===== src/rtl/control_botones_pkg.sv =====
// rtl/control_botones_pkg.sv - shared channel FSM state type and timing defaults
package control_botones_pkg;

  typedef enum logic [1:0] {
    REPOSO        = 2'd0,
    BLOQUEO       = 2'd1,
    ESPERA_SUELTA = 2'd2
  } estado_t;

  localparam int DEF_CICLOS_MS   = 50000;
  localparam int DEF_DURACION_MS = 20;

endpackage


===== src/rtl/canal_rebote.sv =====
// rtl/canal_rebote.sv - one button channel: synchronizer, lockout FSM and press pulse
module canal_rebote
  import control_botones_pkg::*;
#(
  parameter logic [31:0] LIMITE = 32'd1000000
) (
  input  logic i_clk,
  input  logic i_rst,
  input  logic i_boton,
  output logic o_pulso,
  output logic o_ocupado
);

  logic [1:0]  r_sync;
  estado_t     r_estado;
  estado_t     w_estado_sig;
  logic [31:0] r_cnt;
  logic [31:0] w_cnt_sig;
  logic        w_nivel;

  assign w_nivel = r_sync[1];

  always_ff @(posedge i_clk or posedge i_rst) begin
    if (i_rst) begin
      r_sync <= 2'b00;
    end else begin
      r_sync <= {r_sync[0], i_boton};
    end
  end

  always_ff @(posedge i_clk or posedge i_rst) begin
    if (i_rst) begin
      r_estado <= REPOSO;
      r_cnt    <= 32'd0;
    end else begin
      r_estado <= w_estado_sig;
      r_cnt    <= w_cnt_sig;
    end
  end

  // The level is only looked at in REPOSO and ESPERA_SUELTA; bounce during the lockout is invisible.
  always_comb begin
    w_estado_sig = r_estado;
    w_cnt_sig    = r_cnt;
    o_pulso      = 1'b0;
    case (r_estado)
      REPOSO: begin
        if (w_nivel) begin
          o_pulso      = 1'b1;
          w_cnt_sig    = 32'd0;
          w_estado_sig = BLOQUEO;
        end
      end
      BLOQUEO: begin
        w_cnt_sig = r_cnt + 32'd1;
        if (r_cnt == LIMITE - 32'd1) begin
          w_estado_sig = ESPERA_SUELTA;
        end
      end
      ESPERA_SUELTA: begin
        if (!w_nivel) begin
          w_estado_sig = REPOSO;
        end
      end
      default: begin
        w_estado_sig = REPOSO;
      end
    endcase
  end

  assign o_ocupado = (r_estado != REPOSO);

endmodule


===== src/rtl/control_botones.sv =====
// rtl/control_botones.sv - debounced push-button channels feeding a round-robin event arbiter
module control_botones
  import control_botones_pkg::*;
#(
  parameter int N_BOT       = 4,
  parameter int CICLOS_MS   = DEF_CICLOS_MS,
  parameter int DURACION_MS = DEF_DURACION_MS
) (
  input  logic                     clk,
  input  logic                     rst,
  input  logic [N_BOT-1:0]         botones,
  input  logic                     ack,
  output logic                     evento_valido,
  output logic [$clog2(N_BOT)-1:0] evento_id,
  output logic [N_BOT-1:0]         ocupado,
  output logic [7:0]               perdidos
);

  localparam int          ID_W   = $clog2(N_BOT);
  localparam logic [31:0] LIMITE = 32'(CICLOS_MS * DURACION_MS);

  logic [N_BOT-1:0] w_pulso;
  logic [N_BOT-1:0] r_pend;
  logic [N_BOT-1:0] w_conceder;
  logic             r_valido;
  logic [ID_W-1:0]  r_id;
  logic [ID_W-1:0]  r_ptr;
  logic [7:0]       r_perdidos;
  logic             w_carga;
  logic             w_hay;
  logic [ID_W-1:0]  w_sel;
  int               w_idx;
  logic [3:0]       w_n_perdidos;
  logic [8:0]       w_suma;

  for (genvar g = 0; g < N_BOT; g++) begin : g_canal
    canal_rebote #(
      .LIMITE(LIMITE)
    ) u_canal (
      .i_clk     (clk),
      .i_rst     (rst),
      .i_boton   (botones[g]),
      .o_pulso   (w_pulso[g]),
      .o_ocupado (ocupado[g])
    );
  end

  assign w_carga = !r_valido || ack;

  // Search starts one past the last grant, wrapping, so every channel gets a turn.
  always_comb begin
    w_hay = 1'b0;
    w_sel = '0;
    w_idx = 0;
    for (int k = 1; k <= N_BOT; k++) begin
      w_idx = (int'(r_ptr) + k) % N_BOT;
      if (!w_hay && r_pend[w_idx[ID_W-1:0]]) begin
        w_hay = 1'b1;
        w_sel = w_idx[ID_W-1:0];
      end
    end
  end

  assign w_conceder = (w_carga && w_hay) ? (N_BOT'(1) << w_sel) : '0;

  // A press on a channel whose flag is being granted this cycle just re-arms it, so it is not lost.
  always_comb begin
    w_n_perdidos = 4'd0;
    for (int i = 0; i < N_BOT; i++) begin
      w_n_perdidos = w_n_perdidos + 4'(w_pulso[i] & r_pend[i] & ~w_conceder[i]);
    end
  end

  assign w_suma = {1'b0, r_perdidos} + {5'd0, w_n_perdidos};

  always_ff @(posedge clk or posedge rst) begin
    if (rst) begin
      r_pend     <= '0;
      r_valido   <= 1'b0;
      r_id       <= '0;
      r_ptr      <= ID_W'(N_BOT - 1);
      r_perdidos <= 8'd0;
    end else begin
      r_pend     <= (r_pend & ~w_conceder) | w_pulso;
      r_perdidos <= w_suma[8] ? 8'hFF : w_suma[7:0];
      if (w_carga) begin
        if (w_hay) begin
          r_valido <= 1'b1;
          r_id     <= w_sel;
          r_ptr    <= w_sel;
        end else begin
          r_valido <= 1'b0;
        end
      end
    end
  end

  assign evento_valido = r_valido;
  assign evento_id     = r_id;
  assign perdidos      = r_perdidos;

endmodule


===== config.mk =====
export PLATFORM = sky130hd
export DESIGN_NAME = control_botones
export DESIGN_NICKNAME = d
export VERILOG_FILES = /design/src/rtl/control_botones_pkg.sv /design/src/rtl/canal_rebote.sv /design/src/rtl/control_botones.sv
export SDC_FILE = /design/constraint.sdc
export NUM_CORES = 1
export LEC_CHECK = 0
export CORE_MARGIN = 10
export CORE_UTILIZATION = 38
export DETAILED_ROUTE_END_ITERATION = 10
export DONT_BUFFER_PORTS = 1
export HOLD_SLACK_MARGIN = 0.12
export PLACE_DENSITY = 0.63
export SLEW_MARGIN = 0
export SYNTH_ARGS = -nofsm -noshare
export SYNTH_HDL_FRONTEND = slang
export SYNTH_SLANG_ARGS = --single-unit

===== constraint.sdc =====
create_clock -name clk -period 13.8 [get_ports clk]
set_input_delay 2.76 -clock clk [delete_from_list [all_inputs] [get_ports clk]]
set_output_delay 2.76 -clock clk [all_outputs]
set_load 0.005 [all_outputs]

==> impl.org, run 1 <==
** Run status
- Run status :: finished clean

** Yosys
- The number of nets handed over by synthesis was approximately 840.
- Gate count after technology mapping :: around 830
- The mapped netlist covers 8100 um^2.
- By count the netlist is led by dfrtp_1, nand2_1, nand3_1, mux2i_1, o21ai_0.
- The synthesized netlist contains 59 unique library cells.
- Each instance of the synthesized netlist takes up on average a little under 10 um^2.
- Synthesis-stage register bit count :: 161
- Most common cell in the synthesized netlist :: dfrtp_1
- Fraction of post-synthesis cell area in the top cell type by area :: 49.1%
- Yosys printed 0 warnings.
- Proportion of synthesized flip-flops having asynchronous set or reset :: 100%
- Sorting the synthesized cells by area gives the leading types as dfrtp_1, mux2i_1, nand2_1.
- Post-synth EDFFs :: 0
- Share of synthesized area occupied by flip-flops and latches :: 49.8%
- Cell type with the highest aggregate area in the netlist :: dfrtp_1
- The most used flip-flop cell after synthesis is dfrtp_1.

** Detailed routing
- In this run the remaining antenna-violating nets after routing total 0.
- First-iteration detailed-routing DRC count :: around 330
- The first detailed-routing pass took 5 iterations.
- Routed wire length :: around 16000 um
- Detail-routed via count per cell :: 5.41
- Final routed wire length divided by cell count :: 14.7 um
- Via count :: 5984
- In the routed design, unresolved DRC markers number 0.

** Critical path
- The critical path contains buffers and inverters numbering 3 combined.
- CP Launch Type :: primary input
- Critical path endpoint category :: register
- Counting cells, the worst reg-to-reg path comes to 15.
- The critical path is of the in -> reg type.
- Critical path peak fanout :: 7
- CP peak stage delay :: 480 ps
- Most common cell on crit path :: inv_1
- Among cell families on the critical path, the largest total delay comes from adder cells.
- The critical path runs through a total of 15 cells.
- Arr. time, crit path :: 5780 ps
- Critical path required time :: 14160 ps
- Cells along the critical path :: inv_1 > a21oi_1 > nand2b_1 > o21ai_0 > nor2_1 > fa_1 > ha_1 > ha_1 > inv_1 > fa_1 > inv_1 > a21oi_1 > nor2_1 > nand3_1 > nand2b_1
- Worst-path cell with the longest stage delay :: fa_1

** Global routing
- Sum of overflow across all layers after global routing :: 0
- The initial antenna violation count was 0.
- In the global route stage, overall resource usage came out at approximately an eighth.
- The first global-routing pass estimated between 20000 and 30000 um of wire.
- Via count of the first global-routing pass :: 5715
- Entering global routing, the biggest net connects 94 pins.

** Clock tree
- Buffers added to address setup during post-CTS repair amount to 0.
- Clock transition at the registers of the reported paths :: 60 ps
- TritonCTS clock tree :: built
- Count of hold buffers inserted by post-cts repair :: 0
- TritonCTS Buffers :: 17
- Maximum clock insertion buffer count :: 2
- Number of levels the H-tree was split into :: 4
- The later pin in the worst-skew pair is clocked with a latency of 430 ps.
- Clk sinks :: 161
- The tree is rooted in a clkbuf_16.
- Once the clock tree was built, the resizer swapped 0 gates to a different size.

** STA
- Smallest hold slack :: ~350 ps
- Number of hold violations in the final report :: 0
- Slew Limit Fails :: 0
- Based on the critical path, the design can be clocked at up to 184 MHz.
- Post-layout min period :: 5420 ps
- Post-route worst setup slack :: approximately 8400 ps
- At the pin with the least slew margin, the transition time is slightly below 900 ps.
- Setup repair after global routing left no endpoint under its margin.
- Worst Skew :: 11.3 ps
- In the finished design, the share of the clock period the worst path needs comes to between 30% and 40%.
- Sum Neg Setup Slack :: 0 ps
- In this run the tightest slew margin relative to its limit is about two fifths.
- Setup violations remaining at the end of the flow were counted as 0.

** Die
- The floorplan has 53 rows.
- In this run the standard cell core region covers 21000 um^2.
- The floorplan step defined a die boundary enclosing 27500 um^2.
- Die Height :: 166 um
- From left edge to right edge, the die measures 166 um.
- Effective utilization at floorplan :: 38.5%
- Pin placement for this block handled 22 I/O pins.

** Job
- The tool flagged a number of max-cap violations equal to 0.

** Cells and area
- The multi-input combinational cells in the finished layout cover a total of 3830 um^2.
- Fill cells in the final layout number 2015.
- Summing all flip-flop and latch instances after layout gives 4030 um^2.
- Compared with the post-synthesis result, the final layout area differs by 9.97%.
- Number of inserted diodes :: 0
- In the final design database the tool counted about 840 nets.
- Cells with a size suffix above 1 make up 8.42% of the layout.

** Hold path
- Along the worst hold path, the cell count comes to 0.
- Worst min-delay path class :: reg -> reg

** Power and ir drop
- For this design the static power due to leakage is approximately 3.9 nW.
- IR analysis of the VDD net gives a maximum drop of around 0.000076 V.
- Pwr dens :: 136 nW/um^2

** Placed design
- Count of buffers from port buffering :: 0
- Worst setup slack before clock tree synthesis :: 7920 ps
- Routability-driven placement congestion ratio :: 0.758
- HPWL reported at the end of detailed placement :: 10800 um
power breakdown:
part / switching [W] / internal [W] / leakage [nW]
sequential: 0.0000678 / 0.000532 / 2.15
clock: 0.000198 / 0.000249 / 0.262
combinational: 0.0000960 / 0.0000723 / 1.45
cell usage in the layout, fill, tap and decap left out, types with 14 or more instances in the layout:
cell / netlist / routed
o211ai_1: 26 / 26
o31ai_1: 28 / 28
mux2i_1: 53 / 53
clkbuf_16: 0 / 17
nand3_1: 79 / 79
dfrtp_1: 159 / 159
nor3_1: 15 / 15
and3_1: 17 / 17
nor4_1: 14 / 14
inv_1: 24 / 23
o21ai_0: 48 / 48
nor2_1: 31 / 31
nand4_1: 30 / 30
nand2_1: 141 / 141
stage by stage:
| step | util, % | power [W] | cell area, um^2 | cells |
|---|---|---|---|---|
| 3_5_place_dp | 39.7 | 0.000780 | 8340 | 1074 |
| 3_3_place_gp | 39.7 | 0.000776 | 8340 | 1074 |
| 5_1_grt | 42.4 | 0.00129 | 8900 | 1106 |
| 6_report | 42.4 | 0.00122 | 8900 | 1106 |
| 2_1_floorplan | - | 0.000730 | 8100 | 826 |
| 4_1_cts | 42.4 | 0.00123 | 8900 | 1106 |
kinds of logic after synthesis:
family	Yosys count	synth area share [%]
flops	161	49.8
simple gates	404	27.2
xor+xnor	9	0.973
fa+ha+maj	11	1.89
mux	54	6.69
compound gates	131	10.6
buf+inv	56	2.89
per-layer routing:
metal | GRT usage [%] | up-vias | wire [um]
li1 | - | 2996 | -
met1 | 15.3 | 2897 | 7640
met2 | 19.7 | 74 | 7990
met3 | 2.41 | 17 | 392
met4 | 4.35 | 0 | 188
met5 | 0 | - | 0
area by class of cell:
| type | count | area share [%] |
|---|---|---|
| Multi-Input combinational cell | 609 | 43.0 |
| Timing Repair Buffer | 5 | 0.422 |
| Clock inverter | 15 | 1.56 |
| Clock buffer | 17 | 4.78 |
| Tap cell | 275 | 3.86 |
| Sequential cell | 161 | 45.3 |
| Inverter | 24 | 1.07 |
sequential cells by signal, indices dropped and copies added (netlist names):
name	count
evento_id	2
evento_valido	1
r_pend	4
g_canal.u_canal.r_estado	8
g_canal.u_canal.r_sync	8
r_ptr	2
perdidos	8
g_canal.u_canal.r_cnt	128
worst register-to-register path, cell delays in order (launching register included):
cell and delay, ps:
dfrtp_1 450, or2_2 320, a311oi_1 340, nand2_1 150, o21ai_0 260, nor2_1 80
fa_1 450, ha_1 210, ha_1 300, inv_1 60, fa_1 410, inv_1 70
a21oi_1 110, nor2_1 160, nand3_1 220, nand2b_1 140
final timing paths:
path / startpoint / end / slack [ps]
max in group asynchronous: rst / g_canal[1].u_canal.r_cnt[22] / 10010
min in group asynchronous: rst / g_canal[2].u_canal.r_sync[0] / 2350
worst min-delay path: g_canal[3].u_canal.r_sync[0] / g_canal[3].u_canal.r_sync[1] / 350
worst max register to register: r_pend[1] / perdidos[0] / 10020
worst max-delay path: ack / perdidos[0] / 8380
worst min register to register: g_canal[3].u_canal.r_sync[0] / g_canal[3].u_canal.r_sync[1] / 350
(Power assumes the default switching activity.)
==> run 2, diff against run 1 <==
clock period = 5.4 ns   (was 13.8 ns; I/O delays follow)
==> impl.org, run 2 (synthesis gave the netlist of run 1 again) <==
** Run status
- The flow ran to the end, and the final reports show no timing, DRC or antenna violations.

** Critical path
- Among cell families on the critical path, the largest total delay comes from adder cells.
- CP Launch Type :: primary input
- Most common cell on crit path :: inv_1
- The worst setup path is of the in -> reg kind.
- For the worst setup path, the data required time is 5750 ps.
- Critical path peak fanout :: 7
- Buf/Inv on CP :: 3
- Data on the critical path arrives at its endpoint at 4090 ps.
- CP peak stage delay :: 480 ps
- Worst-path cell with the longest stage delay :: fa_1
- Traced cell by cell, the critical path runs through inv_1 > a21oi_1 > nand2b_1 > o21ai_0 > nor2_1 > fa_1 > ha_1 > ha_1 > inv_1 > fa_1 > inv_1 > a21oi_1 > nor2_1 > nand3_1 > nand2b_1.
- STA classifies the critical path endpoint as a register.

** STA
- Relative slew slack :: 40.2%
- Worst Skew :: 11.4 ps
- Setup violations remaining at the end of the flow were counted as 0.
- Slew Limit Fails :: 0
- The final critical path takes up between 60 and 70% of the cycle.
- Post-layout min period :: 3740 ps
- Smallest hold slack :: between 300 and 400 ps
- Based on the critical path, the design can be clocked at up to about 270 MHz.
- Unrepaired setup endpoints after global routing :: false
- The total count of hold-check failures in the final report was 0.
- Slew at the pin with the worst max-slew slack :: 897 ps
- The worst path meets setup with approximately 1700 ps of slack.
- Sum Neg Setup Slack :: 0 ps

** Job
- Across the run, the number of max-cap violations was 0.

** Power and ir drop
- Switching part of the total :: between 20 and 30%
- Across the VDD grid, the largest voltage drop is 0.000199 V.
- The clock network burns 36.8% of the power.
- Sequential cells burn 49.5% of the power.
- Relative contribution of combinational cells to total power :: 13.8%
- Switching power total :: slightly above 0.0009 W
- Internal cell power :: roughly 0.0022 W
- Static power due to leakage :: 3.86 nW
- Pwr dens :: about 350 nW/um^2

** Placed design
- Timing analysis after detailed placement gives a worst setup slack of roughly 1200 ps.
- Count of buffers from port buffering :: 0
- Routability-driven placement congestion ratio :: about 0.75
- The HPWL after detailed placement is 10300 um.

** Detailed routing
- Via count :: 5961
- Remaining number of nets flagged by the antenna check after routing :: 0
- Detail-routed via count per cell :: 5.39
- DRT Pass-1 Iters :: 4
- The final layout contains routed wiring with a total length of 15600 um.
- Final routed wire length divided by cell count :: 14.1 um
- After the first detailed-routing iteration, the DRC count stood at 413.
- DR DRC count :: 0

** Clock tree
- TritonCTS Buffers :: 17
- Clock transition at the registers of the reported paths :: 60 ps
- Buffers inserted by post-CTS timing repair :: 0
- Post-CTS repair changed the size of 0 cells.
- For this design, the CTS-stage hold fixing added 0 buffers.
- Maximum clock insertion buffer count :: 2
- The later pin in the worst-skew pair is clocked with a latency of about 420 ps.
- The clock tree synthesis step divided the H-tree into 4 levels.
- Root buffer selected by CTS :: clkbuf_16
- Clk sinks :: about 160
- TritonCTS clock tree :: built

** Cells and area
- Share of final-layout standard cells stronger than drive strength 1 :: under 10%
- Leaving out fill and tap cells, the most frequent cell in the layout is dfrtp_1.
- The repair_antennas step left the layout with diodes totalling 0.
- The register with the most flip-flops in the layout has approximately 130 of them.
- The register with the most flip-flops in the final layout is g_canal.u_canal.r_cnt.
- Total number of nets in the final design :: 835
- Most frequent cells in the layout :: dfrtp_1, nand2_1, nand3_1
- Layout area overhead :: 9.92%

** Die
- For this configuration, the core starts out at a cell density of between 30% and 40%.
- Row generation in the floorplan step produced 53 rows.
- Number of top-level pins :: 22
- Die span in x :: 166 um
- The die covers 27500 um^2.
- Area of the placeable core :: roughly 21000 um^2
- Die Height :: 166 um

** Global routing
- After global routing the overflow that remains totals 0.
- The initial antenna violation count was 0.
- The first global-routing pass estimated 27700 um of wire.
- Entering global routing, the biggest net connects 162 pins.
- Total GRT Usage :: a little under an eighth
- The via count of the first global-routing pass is 5705.

** Hold path
- Worst min-delay path class :: reg -> reg
## run 2: changes by cell type in the layout (fill, tap and decap cells not counted), sizes merged
cell / previous run / this run
clkbuf: 17 / 20
buf: 5 / 4
inv: 26 / 25
clkinv: 7 / 5
## run 2: stage by stage
step,area [um^2],cells,utilization (%),total power [W]
floorplan,8100,826,-,0.00186
global placement,8340,1073,39.7,0.00198
detailed placement,8340,1073,39.7,0.00199
CTS,8900,1105,42.3,0.00314
global route,8900,1105,42.3,0.00329
finish,8900,1105,42.3,0.00310
## run 2: final cells by class
| cell class | instances | area (um^2) |
|---|---|---|
| fillers | 1979 | 12100 |
| flip-flops and latches | 161 | 4030 |
| multi-input cells | 609 | 3830 |
| clock inverters | 12 | 110 |
| inverters | 24 | 93.8 |
| repair buffers | 4 | 42.5 |
| clock buffers | 20 | 447 |
| well taps | 275 | 344 |
## run 2: final timing paths
path                            slack (ps)                            to                          from  cells after the start
worst max-delay path                  1660                   perdidos[0]                           ack                     15
worst min-delay path                   350  g_canal[0].u_canal.r_sync[1]  g_canal[0].u_canal.r_sync[0]                      0
worst max register to register        1720                   perdidos[0]                     r_pend[1]                     15
worst min register to register         350  g_canal[0].u_canal.r_sync[1]  g_canal[0].u_canal.r_sync[0]                      0
max in group asynchronous             3950  g_canal[0].u_canal.r_sync[1]                           rst                      2
min in group asynchronous              740  g_canal[1].u_canal.r_cnt[26]                           rst                      2
## run 2: layer usage
metal / up-vias / global-route usage (%) / part of all wire [%]
li1: 3006 / - / -
met1: 2902 / 15.3 / 50
met2: 47 / 18.5 / 48
met3: 6 / 2.77 / 1.8
met4: 0 / 2.89 / 0.67
met5: - / 0 / 0
## run 2: power by group through the flow
stage | clock (W) | combinational (W) | sequential (W)
floorplan | 0 | 0.000368 | 0.00150
global placement | 0 | 0.000424 | 0.00155
detailed placement | 0 | 0.000434 | 0.00155
CTS | 0.00117 | 0.000435 | 0.00154
global route | 0.00123 | 0.000502 | 0.00156
finish | 0.00114 | 0.000426 | 0.00153
